==> src/rtl/ram_arb_pkg.sv <==
// Shared types and default widths for the two-requester RAM arbiter.
package ram_arb_pkg;

  localparam int unsigned NUM_REQ    = 2;
  localparam int unsigned DEF_ADDR_W = 32;
  localparam int unsigned DEF_DATA_W = 32;

  typedef enum logic [1:0] {
    ARB   = 2'd0,
    HOLD0 = 2'd1,
    HOLD1 = 2'd2
  } arb_state_t;

endpackage

==> src/rtl/ram_arb_picker.sv <==
// Combinational winner selection. Tie-break policy: RAM_ARB_RR_EN defined selects
// round-robin, otherwise requester 0 has fixed priority.
module ram_arb_picker
  import ram_arb_pkg::*;
(
  input  logic [NUM_REQ-1:0] req_i,
  input  arb_state_t         state_i,
  input  logic               last_gnt_i,
  output logic [NUM_REQ-1:0] gnt_o
);

`ifdef RAM_ARB_RR_EN
  localparam bit RR_EN = 1'b1;
`else
  localparam bit RR_EN = 1'b0;
`endif

  logic tie_winner;

  always_comb begin
    tie_winner = RR_EN ? ~last_gnt_i : 1'b0;
    gnt_o      = '0;
    case (state_i)
      HOLD0:   gnt_o[0] = req_i[0];
      HOLD1:   gnt_o[1] = req_i[1];
      default: begin
        if (&req_i) gnt_o[tie_winner] = 1'b1;
        else        gnt_o = req_i;
      end
    endcase
  end

endmodule

==> src/rtl/ram_arbiter.sv <==
// Two-requester single-port RAM arbiter with lock/hold bursts and one-cycle reads.
// Tie-break policy selected by RAM_ARB_RR_EN (see ram_arb_picker).
module ram_arbiter
  import ram_arb_pkg::*;
#(
  parameter int unsigned ADDR_W = DEF_ADDR_W,
  parameter int unsigned DATA_W = DEF_DATA_W
) (
  input  logic                clk,
  input  logic                rst_n,
  input  logic [1:0]          m_req,
  input  logic [1:0]          m_we,
  input  logic [1:0]          m_lock,
  input  logic [ADDR_W-1:0]   m_addr0,
  input  logic [ADDR_W-1:0]   m_addr1,
  input  logic [DATA_W-1:0]   m_wdata0,
  input  logic [DATA_W-1:0]   m_wdata1,
  input  logic [DATA_W/8-1:0] m_be0,
  input  logic [DATA_W/8-1:0] m_be1,
  output logic [1:0]          m_gnt,
  output logic [1:0]          m_rvalid,
  output logic [DATA_W-1:0]   m_rdata,
  output logic                MemRead,
  output logic                MemWrite,
  output logic [DATA_W/8-1:0] byte_enable,
  output logic [ADDR_W-1:0]   addr,
  output logic [DATA_W-1:0]   w_data,
  input  logic [DATA_W-1:0]   r_data
);

  arb_state_t          state_q, state_d;
  logic                last_gnt_q, last_gnt_d;
  logic [1:0]          pick;
  logic [1:0]          rvalid_q, rvalid_d;
  logic [DATA_W-1:0]   rdata_q, rdata_d;

  ram_arb_picker u_picker (
    .req_i      (m_req),
    .state_i    (state_q),
    .last_gnt_i (last_gnt_q),
    .gnt_o      (pick)
  );

  // Grant is gated by rst_n so no strobe reaches the RAM while reset is held.
  always_comb begin
    m_gnt       = rst_n ? pick : 2'b00;
    addr        = m_gnt[1] ? m_addr1 : m_addr0;
    w_data      = m_gnt[1] ? m_wdata1 : m_wdata0;
    byte_enable = '0;
    if (|m_gnt) byte_enable = m_gnt[1] ? m_be1 : m_be0;
    MemRead     = |(m_gnt & ~m_we);
    MemWrite    = |(m_gnt & m_we);
  end

  always_comb begin
    state_d    = state_q;
    last_gnt_d = last_gnt_q;
    rvalid_d   = m_gnt & ~m_we;
    rdata_d    = rdata_q;
    if (|m_gnt)    last_gnt_d = m_gnt[1];
    if (|rvalid_d) rdata_d    = r_data;
    case (state_q)
      ARB: begin
        if (m_gnt[0] && m_lock[0])      state_d = HOLD0;
        else if (m_gnt[1] && m_lock[1]) state_d = HOLD1;
      end
      HOLD0:   if (!m_req[0] || !m_lock[0]) state_d = ARB;
      HOLD1:   if (!m_req[1] || !m_lock[1]) state_d = ARB;
      default: state_d = ARB;
    endcase
  end

  always_ff @(posedge clk or negedge rst_n) begin
    if (!rst_n) begin
      state_q    <= ARB;
      last_gnt_q <= 1'b1;
      rvalid_q   <= '0;
      rdata_q    <= '0;
    end else begin
      state_q    <= state_d;
      last_gnt_q <= last_gnt_d;
      rvalid_q   <= rvalid_d;
      rdata_q    <= rdata_d;
    end
  end

  assign m_rvalid = rvalid_q;
  assign m_rdata  = rdata_q;

endmodule
==> config.mk <==
export PLATFORM = sky130hd
export DESIGN_NAME = ram_arbiter
export DESIGN_NICKNAME = d
export VERILOG_FILES = /design/src/rtl/ram_arb_pkg.sv /design/src/rtl/ram_arb_picker.sv /design/src/rtl/ram_arbiter.sv
export SDC_FILE = /design/constraint.sdc
export NUM_CORES = 1
export LEC_CHECK = 0
export ABC_AREA = 0
export CAP_MARGIN = 20
export CORE_ASPECT_RATIO = 0.7
export CORE_MARGIN = 10
export CORE_UTILIZATION = 30
export DETAILED_ROUTE_END_ITERATION = 8
export PLACE_DENSITY_LB_ADDON = 0.08
export RECOVER_POWER = 100
export REMOVE_ABC_BUFFERS = 1
export SLEW_MARGIN = 20
export SYNTH_ARGS = -nofsm -noshare
export SYNTH_HDL_FRONTEND = slang
export SYNTH_SLANG_ARGS = --single-unit
export TNS_END_PERCENT = 50
==> constraint.sdc <==
create_clock -name clk -period 6.4 [get_ports clk]
set_input_delay 0.96 -clock clk [delete_from_list [all_inputs] [get_ports clk]]
set_output_delay 0.96 -clock clk [all_outputs]
set_load 0.02 [all_outputs]
### Yosys cells after proc, flatten, opt, wreduce, memory -nomap -nowiden

Cells that the tools add are included.

* bits in registers: 36
* output and inout bits: 106
* word-level logic and storage cells: 39

* equal/unequal tests: 5
* muxes and demuxes: 14
* bitwise operators: 3
* reduce and logical (&&, ||, !) cells: 14

Operators with widths (number)
* $mux W32: 2
* $mux W2: 5
* $mux W4: 2
* $pmux W2 S3: 1
* $reduce_or A2 Y1: 3
* $and A2 B2 Y2: 2
* $logic_not A1 Y1: 4
* $ne A2 B2 Y1 const B: 2
* $pmux W1 S2: 2
* $ne A3 B3 Y1 const B: 1
* $reduce_and A3 Y1: 1
* $eq A2 B1 Y1 const B: 1
* $eq A2 B2 Y1 const B: 1
* $logic_and A1 B1 Y1: 2
* $logic_not A2 Y1: 1
* $logic_or A1 B1 Y1: 2
* $mux W1: 2
* $not A2 Y2: 1
* $reduce_and A2 Y1: 1

### Depth between registers and ports, before layout

* depth in word-level cells: 8
* mapped depth: 9
* depth with buffers taken out: 7

### By module

A second synthesis with hierarchy kept.

* cell total of the unflattened synthesis: 178
* area, all modules: 2317.2 µm²

By module, submodules not included
* ram_arbiter: times used 1, cells an instance 171, area each 2263.4 µm², seq. area each 927.1 µm²
* ram_arb_picker: times used 1, cells an instance 7, area each 53.8 µm², seq. area each 0.0 µm²

### Least setup slack after synthesis

No wires, ideal clock.

* kind: input to output
* start point: input m_req[0]
* end point: output byte_enable[0]
* arrival: 2.133 ns
* path slack: 3.307 ns
* stages on the path: 6
* buffers on the path: 2
* cell sequence: nor2_1 > o211ai_4 > buf_6 > inv_1 > buf_2 > o21ai_0

* cells in the longest elaborated chain, start to end: 6

RTL lines
* start: declaration: line ram_arbiter.sv:11 `input logic [1:0] m_req,`
* $reduce_and A2 Y1 (*): line ram_arb_picker.sv:27 `if (&req_i) gnt_o[tie_winner] = 1'b1;`
* $mux W1 (*): line ram_arb_picker.sv:27
* $pmux W1 S2 (*): line ram_arb_picker.sv:23 `case (state_i)`
* $mux W2 (*): line ram_arbiter.sv:46 `m_gnt = rst_n ? pick : 2'b00;`
* named net m_gnt[1]: line ram_arbiter.sv:20 `output logic [1:0] m_gnt,`
* $mux W4 or $reduce_or A2 Y1 (tied branches)
* $mux W4 (*): line ram_arbiter.sv:50 `if (|m_gnt) byte_enable = m_gnt[1] ? m_be1 : m_be0;`
* end: declaration: line ram_arbiter.sv:25 `output logic [DATA_W/8-1:0] byte_enable,`

The timed path passes the listed nets; every way through them passes the cells marked *.

### Worst setup path in the final report

* start point: input m_req[0]
* end point: output w_data[20]

* cells in the longest elaborated chain, start to end: 5

RTL lines
* $reduce_and A2 Y1: line ram_arb_picker.sv:27
* $mux W1: line ram_arb_picker.sv:27
* $pmux W1 S2: line ram_arb_picker.sv:23
* $mux W2: line ram_arbiter.sv:46
* $mux W32: line ram_arbiter.sv:48 `w_data = m_gnt[1] ? m_wdata1 : m_wdata0;`
* end: declaration: line ram_arbiter.sv:27 `output logic [DATA_W-1:0] w_data,`

Every way passes these cells.

==> results.py <==
metrics = {
    "place": {
        "placedInstanceArea_mm2": 0.00529,
        "place_congestion": 0.927,
        "place.detailed.hpwl_um": 11500,
        "port_buf_inserts": 281,
    },
    "synth": {
        "synth_top_cells_by_area": "dfrtp_1 (37%), mux2_2 (31%), mux2_4 (18%)",
        "fraction_of_the_yosys_area_taken_by_sequential_cells_pct": 37.2,
        "yosysTopAreaCellShare_pct": 37.2,
        "dominant_combinational_cell_family_by_area_after_synthesis": "multiplexers",
        "ys_warn_count": 0,
        "syn-cell-area_mm2": 0.00242,
        "synth-seq-cells": 36,
        "compound_gate_fraction_of_synth_area_pct": 4.95,
        "post_synth.cell_area_avg_um2": 13.3,
        "synth_xor_xnor_area_share_pct": 0,
        "synthSimpleGateAreaFrac_pct": 2.48,
        "synth_top_cell_by_area": "dfrtp_1",
        "synth.area.mux_share_pct": 49.1,
        "synth_cell_types": 21,
        "yosys.area_share.adder_pct": 1.55,
        "post_synth_inst_count": 182,
    },
    "cells_and_area": {
        "final_nets": 641,
        "finalInstanceArea_mm2": 0.00533,
        "area_growth_syn_to_layout_pct": 120,
        "antennaDiodeCount": 0,
        "drive_above_1_share_pct": 17.3,
    },
    "timing": {
        "minimum_clock_period_after_layout_ns": 5.30,
        "maxSlewHeadroom_pct": -27.4,
        "setup_viol_count_final": 0,
        "skew_ns": 0.00421,
        "clock.fmax_ghz": 0.189,
        "timing.final.max_slew_violations": 38,
        "worst-slew-pin-transition_ns": 1.91,
        "rsz0062_at_grt": "no",
        "finalSetupTns_ns": 0,
        "final_hold_viol_count": 0,
        "final_min_period_over_clock_period_pct": 82.8,
    },
    "flow_run": {
        "cap_viol_max_count": 1,
    },
    "grt": {
        "largest_net_degree_at_the_start_of_global_routing": 50,
        "wire_length_of_the_first_global_routing_pass_um": 18700,
        "grt_overflow_total": 0,
        "global_route_total_usage_across_every_layer_pct": 20.3,
        "antenna_found_initial": 0,
        "first_global_vias": 2874,
    },
    "worst_hold_path": {
        "min_path_type": "flop to flop",
    },
    "setup_path": {
        "critPathArrivalTime_ns": 4.34,
        "crit_type": "input pin to output pin",
        "worstSetupEndpointType": "output pin",
        "cp-start-kind": "input pin",
        "required_ns": 5.44,
        "path_max_fanout": 49,
        "regToRegSetupSlack_ns": 3.89,
    },
    "drt": {
        "wirelength_routed_um": 13300,
        "first_iter_violations": 67,
        "drc": 0,
        "routed_via_density": 4.47,
        "first_pass_iters": 4,
        "ant_nets_after_route": 0,
        "vias": 2519,
        "route.detailed.wl_per_inst_um": 23.6,
    },
    "die": {
        "cell_row_count": 27,
        "die_width_um": 127,
        "start_util_pct": 30.8,
        "coreArea_mm2": 0.00787,
        "boundaryPins": 282,
        "die_area_mm2": 0.0121,
        "fp.dieH_um": 95.2,
    },
    "cts": {
        "cts_tree": "built",
        "cts.sink_count": 36,
        "clk_root_buffer_cell": "clkbuf_16",
        "postCtsResizedCells": 0,
        "cts_buffer_depth": 2,
        "cts.clk_slew.worst_paths_ns": 0.06,
        "cts_hold_buffers": 0,
        "clk_latency_ns": 0.28,
        "post-cts-setup-buffers": 0,
        "h-tree-depth": 2,
        "cts-buffers-inserted": 5,
    },
    "pwr": {
        "register_share_of_total_power_pct": 25.9,
        "clock_power_share_pct": 16.1,
        "pwr_density_cell_mw_per_mm2": 285,
        "total_leakage_power_uw": 0.00218,
        "power_report.internal_total_uw": 935,
        "p_switching_uw": 584,
        "vdd_ir_drop_max_mv": 0.250,
        "power_frac_comb_pct": 58.0,
        "sw_frac_of_total_pct": 38.5,
    },
    "outcome": {
        "outcome": "finished with violations",
        "failed_checks": "capacitance limit, slew limit",
    },
}
==> sequential cells by signal (all words and copies together), names as in the netlist <==
signal    flops
m_rvalid      2
m_rdata      32
state_q       2
==> metrics by stage <==
step	setup WS [ns]	power (uW)	cells	hold slack (ns)	util, %
after floorplan	2.07	910	171	0.516	-
after global placement	1.71	1420	556	0.492	67.2
after detailed placement	1.68	1430	556	0.492	67.2
after CTS	1.66	1690	564	0.511	69.1
after global routing	0.938	1610	564	0.505	67.7
final	1.10	1520	564	0.480	67.7
==> logic make-up (layout without fill, tap and decap cells) <==
family,Yosys count,count (layout)
compound gates,15,15
mux,96,96
buf+inv,18,299
fa+ha+maj,3,3
flops,36,36
simple gates,14,14
==> critical path, stage by stage <==
cell	delay [ns]
dlygate4sd3_1	0.59
nor2_1	0.10
o211ai_4	0.53
clkbuf_2	1.00
mux2_2	0.43
dlygate4sd3_1	0.68
==> final cells by class <==
class	instances	area [um2]
Clock inverter	2	10.0
Sequential cell	36	901
Tap cell	101	126
Fill cell	650	2540
Multi-Input combinational cell	128	1300
Inverter	7	26.3
Clock buffer	6	139
Timing Repair Buffer	284	2820
==> cell usage in the layout, fill, tap and decap left out, types with 3 or more instances in the layout <==
cell type and instances:
clkbuf_16 5, clkdlybuf4s50_1 174, dfrtp_1 36, dlygate4sd3_1 106, ha_1 3, inv_1 7
mux2_1 28, mux2_2 67, nand2_1 8, nor2_1 3, o21ai_0 6
==> layer usage <==
layer / up-vias / global-route usage, % / share of wire (%)
met5: - / 0 / 0
met1: 1188 / 21.2 / 35
met2: 115 / 36.6 / 53
met4: 0 / 2.55 / 0.37
li1: 1212 / - / -
met3: 4 / 10.6 / 11
==> cells in the mapped netlist, drive strengths merged <==
master / number
a32oi: 1
buf: 11
o21ai: 6
o22ai: 2
nor2: 3
and3: 2
a21oi: 1
o211ai: 2
a31oi: 2
mux2: 96
inv: 7
nand2: 8
a22o: 1
dfrtp: 36
and2: 1
ha: 3
==> power groups by stage <==
stage	Sequential, uW	Combinational (uW)	Clock, uW
floorplan	527	383	0
detailed placement	400	1030	0
global route	411	940	258
global placement	400	1020	0
CTS	405	1040	250
finish	394	881	244
==> final timing paths <==
| check | startpoint | to | depth (start not counted) |
|---|---|---|---|
| min | m_rdata[10] | m_rdata[10] | 1 |
| max | m_req[0] | w_data[20] | 6 |
| min in group asynchronous | rst_n | m_rdata[8] | 2 |
| min reg2reg | m_rdata[10] | m_rdata[10] | 1 |
| max reg2reg | state_q[0] | m_rdata[9] | 7 |
| max in group asynchronous | rst_n | m_rdata[7] | 2 |
Power figures use the tool's default switching activity.
